==> src/rtl/instruction_memory_loader.sv <==
// Streams 32-bit instruction words into a byte-wide instruction memory as four
// big-endian byte writes per word, holding off fetch via busy while active.
module instruction_memory_loader #(
    parameter int unsigned MAX_WORDS = 64
) (
    input  logic        clk,
    input  logic        reset,
    input  logic        start,
    input  logic [7:0]  start_addr,
    input  logic [6:0]  word_count,
    input  logic        in_valid,
    input  logic [31:0] in_word,
    output logic        in_ready,
    output logic        mem_we,
    output logic [7:0]  mem_addr,
    output logic [7:0]  mem_wdata,
    output logic        busy,
    output logic        done,
    output logic        overflow
);

    typedef enum logic [1:0] {
        IDLE,
        ACCEPT,
        WRITE,
        DONE
    } state_t;

    localparam logic [6:0] MAX_COUNT = 7'(MAX_WORDS);

    state_t      state, state_next;
    logic [7:0]  base, base_next;
    logic [6:0]  remaining, remaining_next;
    logic [6:0]  clamped_count;
    logic [6:0]  remaining_dec;
    logic [31:0] word_reg, word_next;
    logic [1:0]  idx, idx_next;
    logic        overflow_next;
    logic [7:0]  byte_next;

    always_comb begin
        clamped_count = (word_count > MAX_COUNT) ? MAX_COUNT : word_count;
        remaining_dec = remaining - 7'd1;
    end

    always_comb begin
        state_next     = state;
        base_next      = base;
        remaining_next = remaining;
        word_next      = word_reg;
        idx_next       = idx;
        overflow_next  = overflow;

        case (state)
            IDLE: begin
                if (start) begin
                    base_next      = {start_addr[7:2], 2'b00};
                    remaining_next = clamped_count;
                    overflow_next  = 1'b0;
                    state_next     = (clamped_count == 7'd0) ? DONE : ACCEPT;
                end
            end
            ACCEPT: begin
                if (in_valid) begin
                    word_next  = in_word;
                    idx_next   = 2'd0;
                    state_next = WRITE;
                end
            end
            WRITE: begin
                if (idx == 2'd3) begin
                    base_next      = base + 8'd4;
                    remaining_next = remaining_dec;
                    // Wrap only counts as overflow if more words still follow.
                    if (base == 8'hFC && remaining_dec != 7'd0) begin
                        overflow_next = 1'b1;
                    end
                    state_next = (remaining_dec == 7'd0) ? DONE : ACCEPT;
                end else begin
                    idx_next = idx + 2'd1;
                end
            end
            DONE: begin
                state_next = IDLE;
            end
            default: begin
                state_next = IDLE;
            end
        endcase
    end

    always_comb begin
        byte_next = '0;
        case (idx_next)
            2'd0: byte_next = word_next[31:24];
            2'd1: byte_next = word_next[23:16];
            2'd2: byte_next = word_next[15:8];
            2'd3: byte_next = word_next[7:0];
            default: byte_next = '0;
        endcase
    end

    always_comb begin
        in_ready = (state == ACCEPT);
        busy     = (state != IDLE);
        done     = (state == DONE);
    end

    // Write port is registered from next-state values so it lines up with WRITE.
    always_ff @(posedge clk) begin
        if (reset) begin
            state     <= IDLE;
            base      <= '0;
            remaining <= '0;
            word_reg  <= '0;
            idx       <= '0;
            overflow  <= 1'b0;
            mem_we    <= 1'b0;
            mem_addr  <= '0;
            mem_wdata <= '0;
        end else begin
            state     <= state_next;
            base      <= base_next;
            remaining <= remaining_next;
            word_reg  <= word_next;
            idx       <= idx_next;
            overflow  <= overflow_next;
            mem_we    <= (state_next == WRITE);
            mem_addr  <= base_next + {6'b000000, idx_next};
            mem_wdata <= byte_next;
        end
    end

endmodule

==> config.mk <==
export PLATFORM = sky130hd
export DESIGN_NAME = instruction_memory_loader
export DESIGN_NICKNAME = d
export VERILOG_FILES = /design/src/rtl/instruction_memory_loader.sv
export SDC_FILE = /design/constraint.sdc
export NUM_CORES = 1
export LEC_CHECK = 0
export CAP_MARGIN = 10
export CELL_PAD_IN_SITES_DETAIL_PLACEMENT = 0
export CELL_PAD_IN_SITES_GLOBAL_PLACEMENT = 1
export CORE_MARGIN = 8
export CORE_UTILIZATION = 25
export CTS_CLUSTER_DIAMETER = 40
export CTS_CLUSTER_SIZE = 10
export DETAILED_ROUTE_END_ITERATION = 8
export GPL_TIMING_DRIVEN = 1
export PLACE_DENSITY = 0.54
export SYNTH_ARGS = -nofsm -noshare
export SYNTH_HDL_FRONTEND = slang
export SYNTH_SLANG_ARGS = --single-unit
==> constraint.sdc <==
create_clock -name clk -period 3.76 [get_ports clk]
set_clock_uncertainty 0.05 [all_clocks]
set_input_delay 0.376 -clock clk [delete_from_list [all_inputs] [get_ports clk]]
set_output_delay 0.376 -clock clk [all_outputs]
set_load 0.05 [all_outputs]
## After elaboration in Yosys (flattened, before gate mapping)

Index checks and enable logic that the tools add are counted.

- Bits in latches: 0
- Input port bits: 51
- Output and inout port bits: 21
- Logic and storage cells: 59
- Bits in registers: 69
- Bits in read-only memories: 0
- Memories kept: 0
- Memory bits (writable): 0

- Div/mod/pow operators: 0
- Equal/unequal tests: 12
- Muxes and demuxes: 23
- Shift operators: 0
- $add $sub $neg: 4
- Reductions and logical operators: 10
- Bitwise logic cells: 0
- Magnitude comparators: 1
- Multipliers: 0

Operators with widths:

| operator | count |
|---|---|
| $mux W32 | 2 |
| $pmux W8 S4 | 1 |
| $mux W7 | 3 |
| $mux W8 | 2 |
| $pmux W8 S2 | 1 |
| $logic_not A7 Y1 | 2 |
| $mux W2 | 7 |
| $pmux W7 S2 | 1 |
| $eq A2 B2 Y1 const B | 6 |
| $add A8 B2 Y8 | 1 |
| $add A8 B3 Y8 const B | 1 |
| $eq A8 B8 Y1 const B | 1 |
| $pmux W2 S4 | 1 |
| $gt A7 B7 Y1 const B | 1 |
| $reduce_bool A7 Y1 | 1 |
| $sub A7 B1 Y7 const B | 1 |
| $ne A2 B2 Y1 const B | 3 |
| $eq A2 B1 Y1 const B | 2 |
| $logic_not A2 Y1 | 2 |
| $pmux W2 S2 | 1 |
| $reduce_and A4 Y1 | 1 |
| $reduce_bool A2 Y1 | 2 |
| $mux W1 | 3 |
| $reduce_and A3 Y1 | 1 |
| other kinds (3) | 3 |

## Longest topological paths before layout

Gate-level depths: netlist of run 1.

- Word-level depth: 7
- Mapped depth: 13
- Depth with buffers taken out: 11

## Least setup slack after synthesis of run 1

No wires, ideal clock.

- Path kind: register to register
- Start point: reg state[1]
- End point: reg mem_addr[6]
- Slack: 710 ps
- Stages on the path, launching flop included: 12
- Library setup time: 123 ps
- Buffers on the path: 1
- Required time: 3587 ps
- Period minus slack after synthesis: 3050 ps
- Arrival: 2876 ps
- Path through: dfxtp_1 inv_1 ha_1 nor2b_1 o21ai_1 clkbuf_1 nand2_1 ha_1 inv_1 fa_1 nor4_2 mux2_1

- Cells in the longest elaborated chain, start to end: 3
- Elaborated cells on any way between the ends: 6
- Those cells by class: 1 x add/sub; 2 x eq/ne; 2 x mux; 1 x reduce/logical

RTL lines:

| element | RTL line | text |
|---|---|---|
| start, declared | 31 | `state_t state, state_next;` |
| start signal, assigned | 122 | `state <= state_next;` |
| $eq A2 B1 Y1 | n/a |  |
| net in_ready | 13 | `output logic in_ready,` |
| $pmux W2 S2 | 54 | `case (state)` |
| net idx_next[0] | 37 | `logic [1:0] idx, idx_next;` |
| $add A8 B2 Y8 | 129 | `mem_addr <= base_next + {6'b000000, idx_next};` |
| end signal, assigned | 129 |  |
| end, declared | 15 | `output logic [7:0] mem_addr,` |

The timed path passes the listed nets, and every way through them passes these cells.
A chain may end at the register's enable or synchronous reset.

## Worst setup path after layout of run 1

- Start point: reg state[1]
- End point: reg mem_addr[7]

- Cells in the longest elaborated chain, start to end: 3
- Elaborated cells on any way between the ends: 6
- Those cells by class: 1 x add/sub; 2 x eq/ne; 2 x mux; 1 x reduce/logical

RTL lines:

| element | RTL line |
|---|---|
| $eq A2 B2 Y1 or $eq A2 B1 Y1 (tied branches) | 54 |
| $pmux W2 S2 * | 54 |
| net idx_next[1] | 37 |
| $add A8 B2 Y8 * | 129 |

Mark *: on every way through the listed nets, which the timed path passes. The rest lies on a longest branch.

==> metrics.yaml, run 1 <==
clocking:
  cts_root_buf: "clkbuf_16"
  clock_path_buffers: 2
  insertion_delay_ns: 0.34
  cts_buffers: 9
  htree_levels: 3
  clk_pin_slew_ns: 0.05
  post_cts_resized: 0
  clock_sinks: 69
  post-cts-setup-buffers: 0
  postCtsHoldBufs: 0
  cts_tree: "yes"
timing:
  tns_ns: 0
  layout_setup_ws_ns: 0.632
  setup-violations-final: 0
  hold_ws_ns: 0.422
  slew_headroom: 0.420
  hold_violations: 0
  min_period_ns: 3.13
  slew_viol_final: 0
  rsz0062_at_grt: "false"
  tightest_slew_ns: 0.870
  max_freq_mhz: 320
  post-route-period-util: 0.832
logic_synthesis:
  ys_ff_latch: 69
  syn_nets: 454
  async_reset_ff_frac: 0
  synth_flop_cell: "dfxtp_1"
  ys_seq_area_frac: 0.406
  ys_types: 57
  synth_top_area_share: 0.406
  yosys_warnings: 0
  syn_area_per_cell_um2: 8.66
  netlist_instances: 393
  yosysMostFrequentCell: "dfxtp_1"
  synthTopCellsByArea: "dfxtp_1 41%, mux2i_1 10%, nor2_1 6.5%"
  synth_commonest_cells: "69 x dfxtp_1, 59 x nor2_1, 35 x mux2i_1, 35 x nand3_1, 22 x o21ai_0"
  synth_edf_count: 0
  synthesis.area_um2: 3400
  synth_top_area_cell: "dfxtp_1"
pwr:
  power_frac_comb: 0.464
  p_int_w: 0.00209
  max-vdd-ir-drop_v: 0.000353
  switching_share: 0.404
  p_leak_nw: 1.93
  seqPwrFrac: 0.293
  p_per_area_nw_per_um2: 766
  switchingPower_w: 0.00141
  power_w: 0.00350
  clkPwrFrac: 0.244
placement:
  dp_hpwl_um: 7250
  pre_cts_ws_ns: 0.641
  finalWeightedCongestion: 0.758
  io_buffers: 69
global_routing:
  grt_pass1_vias: 3106
  grt_pass1_wl_um: 16500
  overflow: 0
  antenna_found_initial: 0
  grt_util_all_layers: 0.118
  grt_max_degree: 41
die:
  ios: 72
  fp-row-count: 42
  die_w_um: 133
  dieHeight_um: 133
  initial_core_util: 0.257
  core_area_um2: 13200
  die_area_um2: 17600
worst_setup_path:
  cp-end-kind: "flop"
  crit_slowest_cell: "dfxtp_1"
  cp.required_ns: 3.93
  crit_buf_inv: 2
  crit_top_cell: "ha_1"
  max_stage_delay_ns: 0.44
  ff2ff_setup_slack_ns: 0.63
  criticalPathCategory: "reg2reg"
  path_delay_family: "adder cells"
  crit_fanout: 9
  setup.worst_path.start_class: "flop"
  cp.arrival_ns: 3.30
  cp_cell_sequence: "inv_1 -> ha_1 -> a21o_2 -> a22oi_1 -> clkinv_1 -> ha_1 -> a21oi_1 -> a21o_1 -> nor4_2 -> mux2_1"
drt:
  vias: 3001
  drt_first_iter_violations: 183
  antenna_left: 0
  wire_per_inst_um: 15.8
  viasPerCell: 4.70
  drc: 0
  dr.pass1.iters: 5
  wl_um: 10100
min_path:
  hold_class: "reg2reg"
cells_and_area:
  final_nets: 520
  diodes: 0
  syn2layout_area_growth_pct: 34.5
  drive_gt1_frac: 0.0734
  largest_reg_flops: 32
job:
  max_cap_viol_count: 0
status:
  status: "finished, final reports clean"
[power by group through the flow]
stage	clock, W	sequential, W	combinational [W]
3_5_place_dp	0	0.00104	0.00164
3_3_place_gp	0	0.00103	0.00163
6_report	0.000854	0.00103	0.00162
2_1_floorplan	0	0.00119	0.00102
4_1_cts	0.000884	0.00102	0.00165
5_1_grt	0.000915	0.00105	0.00179
[cells by family (layout without fill, tap and decap cells)]
group           Yosys count  after routing  share of synthesized area
flops                    69             69                      0.406
simple gates            159            159                      0.235
xor+xnor                  5              5                     0.0129
mux                      41             41                      0.123
buf+inv                  32            102                     0.0371
compound gates           77             77                      0.147
fa+ha+maj                10             10                     0.0390
[per-layer routing]
metal  vias up  wire (um)  GRT usage
met5         -          0          0
met4         0        107     0.0360
met3         8        587     0.0439
met2        72       4560      0.187
met1      1394       4850      0.145
li1       1527          -          -
[layout make-up]
class | count | area (um^2)
fillers | 1404 | 8670
multi-input cells | 292 | 1900
repair buffers | 77 | 746
clock inverters | 1 | 30.0
flip-flops and latches | 69 | 1380
clock buffers | 14 | 264
well taps | 176 | 220
inverters | 10 | 37.5
[metrics by stage]
step | std cells | instance area [um^2] | utilization
finish | 639 | 4580 | 0.346
global route | 639 | 4580 | 0.346
CTS | 639 | 4580 | 0.346
detailed placement | 624 | 4280 | 0.323
global placement | 624 | 4280 | 0.323
floorplan | 393 | 3400 | -
[layout by cell type (no fill, tap or decap), drive strengths merged, types with 2 or more instances in the layout]
master | Yosys | routed
dfxtp | 69 | 69
clkdlybuf4s50 | 0 | 68
nor2 | 59 | 59
nand3 | 36 | 36
mux2i | 35 | 35
o21ai | 28 | 28
a21oi | 16 | 16
nand2 | 15 | 15
clkbuf | 13 | 14
nor3 | 11 | 11
nor2b | 10 | 10
inv | 9 | 9
ha | 9 | 9
buf | 9 | 9
mux2 | 6 | 6
and2 | 5 | 5
nor3b | 4 | 4
a21boi | 4 | 4
nor4 | 4 | 4
nand2b | 3 | 3
a22oi | 3 | 3
o21a | 3 | 3
a221oi | 3 | 3
xnor2 | 3 | 3
a21o | 3 | 3
o211ai | 2 | 2
or4b | 2 | 2
a32o | 2 | 2
a32oi | 2 | 2
xor2 | 2 | 2
or3 | 2 | 2
and3b | 2 | 2
a31oi | 2 | 2
and3 | 2 | 2
[final timing paths]
| path | startpoint | end | depth (start not counted) |
|---|---|---|---|
| worst max-delay path | state[1] | mem_addr[7] | 10 |
| worst max register to register | state[1] | mem_addr[7] | 10 |
| worst min register to register | overflow | overflow | 1 |
| worst min-delay path | overflow | overflow | 1 |
[worst reg2reg max path: stages, from the launching register on]
cell	delay (ns)
dfxtp_1	0.44
inv_1	0.12
ha_1	0.35
a21o_2	0.23
a22oi_1	0.24
clkinv_1	0.38
ha_1	0.43
a21oi_1	0.07
a21o_1	0.22
nor4_2	0.16
mux2_1	0.34
No activity file was read; power rests on OpenSTA's default activity.
==> inputs of run 2 (changes only) <==
--- a/config.mk
+++ b/config.mk
@@ -14,7 +14,7 @@
 export CTS_CLUSTER_SIZE = 10
 export DETAILED_ROUTE_END_ITERATION = 8
 export GPL_TIMING_DRIVEN = 1
-export PLACE_DENSITY = 0.54
+export PLACE_DENSITY = 0.56
 export SYNTH_ARGS = -nofsm -noshare
 export SYNTH_HDL_FRONTEND = slang
 export SYNTH_SLANG_ARGS = --single-unit
==> constraint.sdc (replaced) <==
create_clock -name clk -period 2.63 [get_ports clk]
set_clock_uncertainty 0.05 [all_clocks]
set_input_delay 0.263 -clock clk [delete_from_list [all_inputs] [get_ports clk]]
set_output_delay 0.263 -clock clk [all_outputs]
set_load 0.05 [all_outputs]
==> metrics.yaml, run 2 (synthesis results as in run 1) <==
status:
  status: "finished, final reports clean"
global_routing:
  grt_pass1_vias: 3156  # +1.6%
  antenna_found_initial: 0  # unchanged
  grt_util_all_layers: 0.115  # -0.00249
  grt_max_degree: 52  # +27%
  overflow: 0  # unchanged
  grt_pass1_wl_um: 16400  # -0.92%
timing:
  min_period_ns: 2.42  # -0.709 ns
  rsz0062_at_grt: "false"
  setup-violations-final: 0  # unchanged
  post-route-period-util: 0.920  # +0.0879
  tns_ns: 0  # unchanged
  hold_violations: 0  # unchanged
  slew_viol_final: 0  # unchanged
  tightest_slew_ns: 0.537  # -0.333 ns
  hold_ws_ns: 0.260  # -0.162 ns
  slew_headroom: 0.642  # +0.222
  max_freq_mhz: 413  # +29%
worst_setup_path:
  crit_fanout: 15  # +6
  ff2ff_setup_slack_ns: 0.21  # -0.42 ns
  worstRegToRegCells: 9  # -1
  cp-end-kind: "flop"
  cp.required_ns: 2.80  # -1.13 ns
  cp-endpoint: "mem_addr[6]"
  criticalPathCategory: "reg2reg"
  setup.worst_path.start_class: "flop"
  cp.arrival_ns: 2.59  # -0.71 ns
  r2r_end: "mem_addr[6]"
  startpoint: "state[1]"
  worstReg2RegStart: "state[1]"
clocking:
  clock_path_buffers: 2  # unchanged
  post_cts_resized: 0  # unchanged
  cts_buffers: 9  # unchanged
  insertion_delay_ns: 0.33  # about the same
  postCtsHoldBufs: 0  # unchanged
  clock_sinks: 69  # unchanged
  htree_levels: 3  # unchanged
  clk_pin_slew_ns: 0.06  # about the same
  cts_root_buf: "clkbuf_16"
  cts_tree: "yes"
  post-cts-setup-buffers: 0  # unchanged
min_path:
  hold_class: "in2reg"
cells_and_area:
  syn2layout_area_growth_pct: 42.2
  fillers: 1390  # -1.0%
  drive_gt1_frac: 0.126  # +0.0529
  final_nets: 531  # +2.1%
  final_util: 0.365  # +0.0197
  diodes: 0  # unchanged
  layout_common_cells: "68 x dfxtp_1, 68 x clkdlybuf4s50_1, 59 x nor2_1, 35 x mux2i_1, 35 x nand3_1"
  largest_reg_flops: 32  # unchanged
drt:
  drc: 0  # unchanged
  drt_first_iter_violations: 178  # -2.7%
  wire_per_inst_um: 15.2  # -3.8%
  vias: 3040  # +1.3%
  dr.pass1.iters: 4  # -1
  wl_um: 9890  # -2.0%
  antenna_left: 0  # unchanged
  viasPerCell: 4.67  # -0.57%
die:
  fp-row-count: 42  # unchanged
  ios: 72  # unchanged
  core_area_um2: 13200  # unchanged
  initial_core_util: 0.257  # unchanged
  dieHeight_um: 133  # unchanged
  die_w_um: 133  # unchanged
  die_area_um2: 17600  # unchanged
placement:
  io_buffers: 69  # unchanged
  finalWeightedCongestion: 0.775  # +2.2%
  dp_hpwl_um: 7080  # -2.3%
job:
  max_cap_viol_count: 0  # unchanged
pwr:
  max-vdd-ir-drop_v: 0.000383  # +8.6%
  p_leak_nw: 2.05  # +6.3%
  p_per_area_nw_per_um2: 1160  # +51%
## run 2: worst min path at each step
stage | endpoint | slack, ns | cells after the start | from
2_1_floorplan | word_reg[0] | 0.37 | 2 | in_word[0]
4_1_cts | base[5] | 0.25 | 2 | reset
6_report | base[5] | 0.26 | 2 | reset
3_5_place_dp | overflow | 0.42 | 1 | overflow
3_3_place_gp | overflow | 0.41 | 1 | overflow
5_1_grt | base[4] | 0.28 | 2 | reset
## run 2: layout make-up
cell class              count  area [um^2]  area share
multi-input cells         292         1960       0.405
clock inverters             6          158      0.0326
well taps                 176          220      0.0455
repair buffers             88          841       0.174
inverters                  10         37.5     0.00776
flip-flops and latches     69         1380       0.286
clock buffers              10          239      0.0494
## run 2: metrics by stage
step / power [W] / setup WS, ns / std cells / cell area [um^2]
6_report: 0.00559 / 0.211 / 651 / 4840
5_1_grt: 0.00598 / 0.0429 / 651 / 4840
4_1_cts: 0.00565 / 0.101 / 651 / 4820
3_5_place_dp: 0.00400 / 0.0366 / 635 / 4430
3_3_place_gp: 0.00400 / 0.0297 / 635 / 4430
2_1_floorplan: 0.00325 / 0.00315 / 393 / 3470
## run 2: routing by layer
metal | GRT usage | vias to the layer above | wire (um)
met5 | 0 | - | 0
met4 | 0.0486 | 0 | 150
met3 | 0.0360 | 12 | 477
met2 | 0.177 | 67 | 4320
met1 | 0.146 | 1405 | 4950
li1 | - | 1556 | -
## run 2: where the power goes
part           internal, W  leakage, nW  switching (W)
Sequential         0.00129        0.562       0.000147
Combinational      0.00105         1.30        0.00149
Clock              0.00114        0.189       0.000469
Total              0.00349         2.05        0.00210
## run 2: critical path, cell delays in order, from the launching register on
cell and delay (ns):
dfxtp_1 0.35, buf_4 0.16, ha_4 0.24, nor2_1 0.09, nor2b_1 0.15, ha_1 0.19, inv_1 0.06, fa_2 0.37
nor4_2 0.31, mux2_1 0.34
==> inputs of run 3 (changes only) <==
--- a/config.mk
+++ b/config.mk
@@ -15,6 +15,7 @@
 export DETAILED_ROUTE_END_ITERATION = 8
 export GPL_TIMING_DRIVEN = 1
 export PLACE_DENSITY = 0.56
+export SLEW_MARGIN = 20
 export SYNTH_ARGS = -nofsm -noshare
 export SYNTH_HDL_FRONTEND = slang
 export SYNTH_SLANG_ARGS = --single-unit
==> results of run 3 <==
The final DEF is identical to that of run 2; final timing and power are the same.
==> RTL edit (flow settings as in run 1) <==
Reset style: asynchronous (`reset`), changed in one clocked block.
--- a/src/rtl/instruction_memory_loader.sv
+++ b/src/rtl/instruction_memory_loader.sv
@@ -108,5 +108,5 @@
 
     // Write port is registered from next-state values so it lines up with WRITE.
-    always_ff @(posedge clk) begin
+    always_ff @(posedge clk or posedge reset) begin
         if (reset) begin
             state     <= IDLE;
Behaviour: differs if reset is asserted again (counterexample within 4 cycles, from zero or initial values and one cycle with reset high); with reset held inactive, the same outputs for 10 cycles.
==> RTL edit against run 1 <==
  * Wire length decreased by 19%
  * Setup slack improved by 0.11 ns
  * Area after synthesis fell by 2.4%
  * Sequential cell count is the same
  * Final cell count fell by 18%
  * Cell area is 1.8% lower
  * Power increased by 13%
  * Critical endpoint is now mem_addr[7]
==> RTL edit: results (changes against run 1) <==
.. list-table::
   :header-rows: 1

   * - Metric
     - Value
   * - Run status
     - completed
   * - Worst-case hold path end point
     - word_reg[7]
   * - Synth cell types
     - 54 (-5.3%)
   * - Worst flop-to-flop path startpoint
     - state[0]
   * - Worst-case register-to-register setup slack
     - 0.75 ns (+0.11 ns)
   * - First-pass iteration count of the detailed router
     - 4 (-1)
   * - Cell types occupying the most area after synthesis
     - dfrtp_1, mux2_2, mux4_2
   * - Via-to-Cell Ratio
     - 4.475 (-4.7%)
   * - Global-route total usage across every layer
     - 9.771% (-2.0 points)
   * - Number of global-route vias before repair
     - 2576 (-17%)
   * - Worst slack after detailed placement
     - 0.6862 ns (+0.04507 ns)
   * - Worst r2r dst
     - mem_addr[7]
   * - Actual slew at the worst max-slew pin
     - 0.9210 ns (+0.05147 ns)
   * - HPWL reported at the end of detailed placement
     - 5.719 mm (-21%)
   * - Placer Congestion
     - 0.7376 (-2.7%)
   * - Switch Pwr
     - 0.001583 W (+12%)
   * - Worst Min Path Start
     - word_reg[7]
   * - Commonest cells in the netlist
     - dfrtp_1, mux2_2, a21oi_1, nand2_1, nor2_1
   * - LEAKAGE
     - 1.852 nW (-3.9%)
   * - Net count after synthesis
     - 329 (-28%)
   * - Average detailed-routed wire length per instance
     - 15.53 um (-1.7%)
   * - Worst hold slack
     - 0.4360 ns (+0.01406 ns)
   * - Crit-path max FO
     - 13 (+4)
   * - Wire length of the first global-routing pass
     - 13.57 mm (-18%)
   * - Peak supply drop
     - 0.0002946 V (-17%)
   * - Layout cell share with drive strength beyond 1
     - 18.10% (+11 points)
   * - Sequential-to-total area share from yosys stat
     - 52.00% (+11 points)
   * - Layout net count
     - 404 (-22%)
   * - Iteration-0 DRC count of the detailed router
     - 138 (-25%)
   * - Depth of the worst register-to-register path
     - 9 (-1)
[RTL edit: changes by cell type after synthesis, moves of 11 or more]
cell      delta
nand3_1     -27
mux2i_1     -29
mux2_2      +22
clkbuf_1    -11
dfrtp_1     +69
o21ai_0     -14
nor2_1      -49
dfxtp_1     -69
[RTL edit: area by class of cell]
cell class / instances / share of cell area (%)
Multi-Input combinational cell: 178 / 33.18
Inverter: 9 / 0.7521
Timing Repair Buffer: 76 / 16.55
Clock inverter: 5 / 0.7799
Clock buffer: 11 / 5.404
Sequential cell: 69 / 38.44
Tap cell: 176 / 4.903
[RTL edit: how the worst max path moves through the flow]
stage,start,slack [ns],depth (start not counted),to
floorplan,state[1],1.03,11,mem_addr[6]
global placement,state[0],0.70,9,mem_addr[7]
detailed placement,state[0],0.69,9,mem_addr[7]
CTS,state[0],0.68,9,mem_addr[7]
global route,state[0],0.45,9,mem_addr[7]
finish,state[0],0.75,9,mem_addr[7]
[RTL edit: cells by family (layout without fill, tap and decap cells)]
| logic type | after synthesis | count (layout) | share of synthesized area (%) |
|---|---|---|---|
| flops | 69 | 69 | 52.00 |
| mux | 48 | 48 | 18.54 |
| xor+xnor | 7 | 7 | 1.846 |
| compound gates | 52 | 52 | 9.835 |
| buf+inv | 21 | 101 | 3.127 |
| fa+ha+maj | 10 | 10 | 3.994 |
| simple gates | 61 | 61 | 10.66 |
[RTL edit: critical path: cells and delay by family, from the launching register on]
family                     cells  cell delay, ns
AOI/OAI and AO/OA              2            0.52
xor gates and xnor gates       1            0.14
adders and majority gates      2            0.75
buffers and inverters          1            0.12
DFF                            1            0.42
and+or+nand+nor                3            0.89
[RTL edit: power by group through the flow]
stage / Sequential, W / Clock [W] / Combinational (W)
after detailed placement: 0.00129 / 0 / 0.00191
after CTS: 0.00128 / 0.000814 / 0.00192
after global placement: 0.00129 / 0 / 0.00190
after global routing: 0.00132 / 0.000850 / 0.00206
after floorplan: 0.00155 / 0 / 0.00112
final: 0.00128 / 0.000786 / 0.00189
[RTL edit: per-stage QoR]
stage	area, sq um	std cells
CTS	4492	524
global route	4492	524
finish	4492	524
floorplan	3321	268
detailed placement	4214	508
global placement	4214	508
[RTL edit: routing by layer]
metal	GRT usage, %	wire length, um	vias up
met1	12.48	3903	1158
met5	0	0	-
met4	4.020	108	0
met2	15.13	3751	51
met3	2.896	375	7
li1	-	-	1129
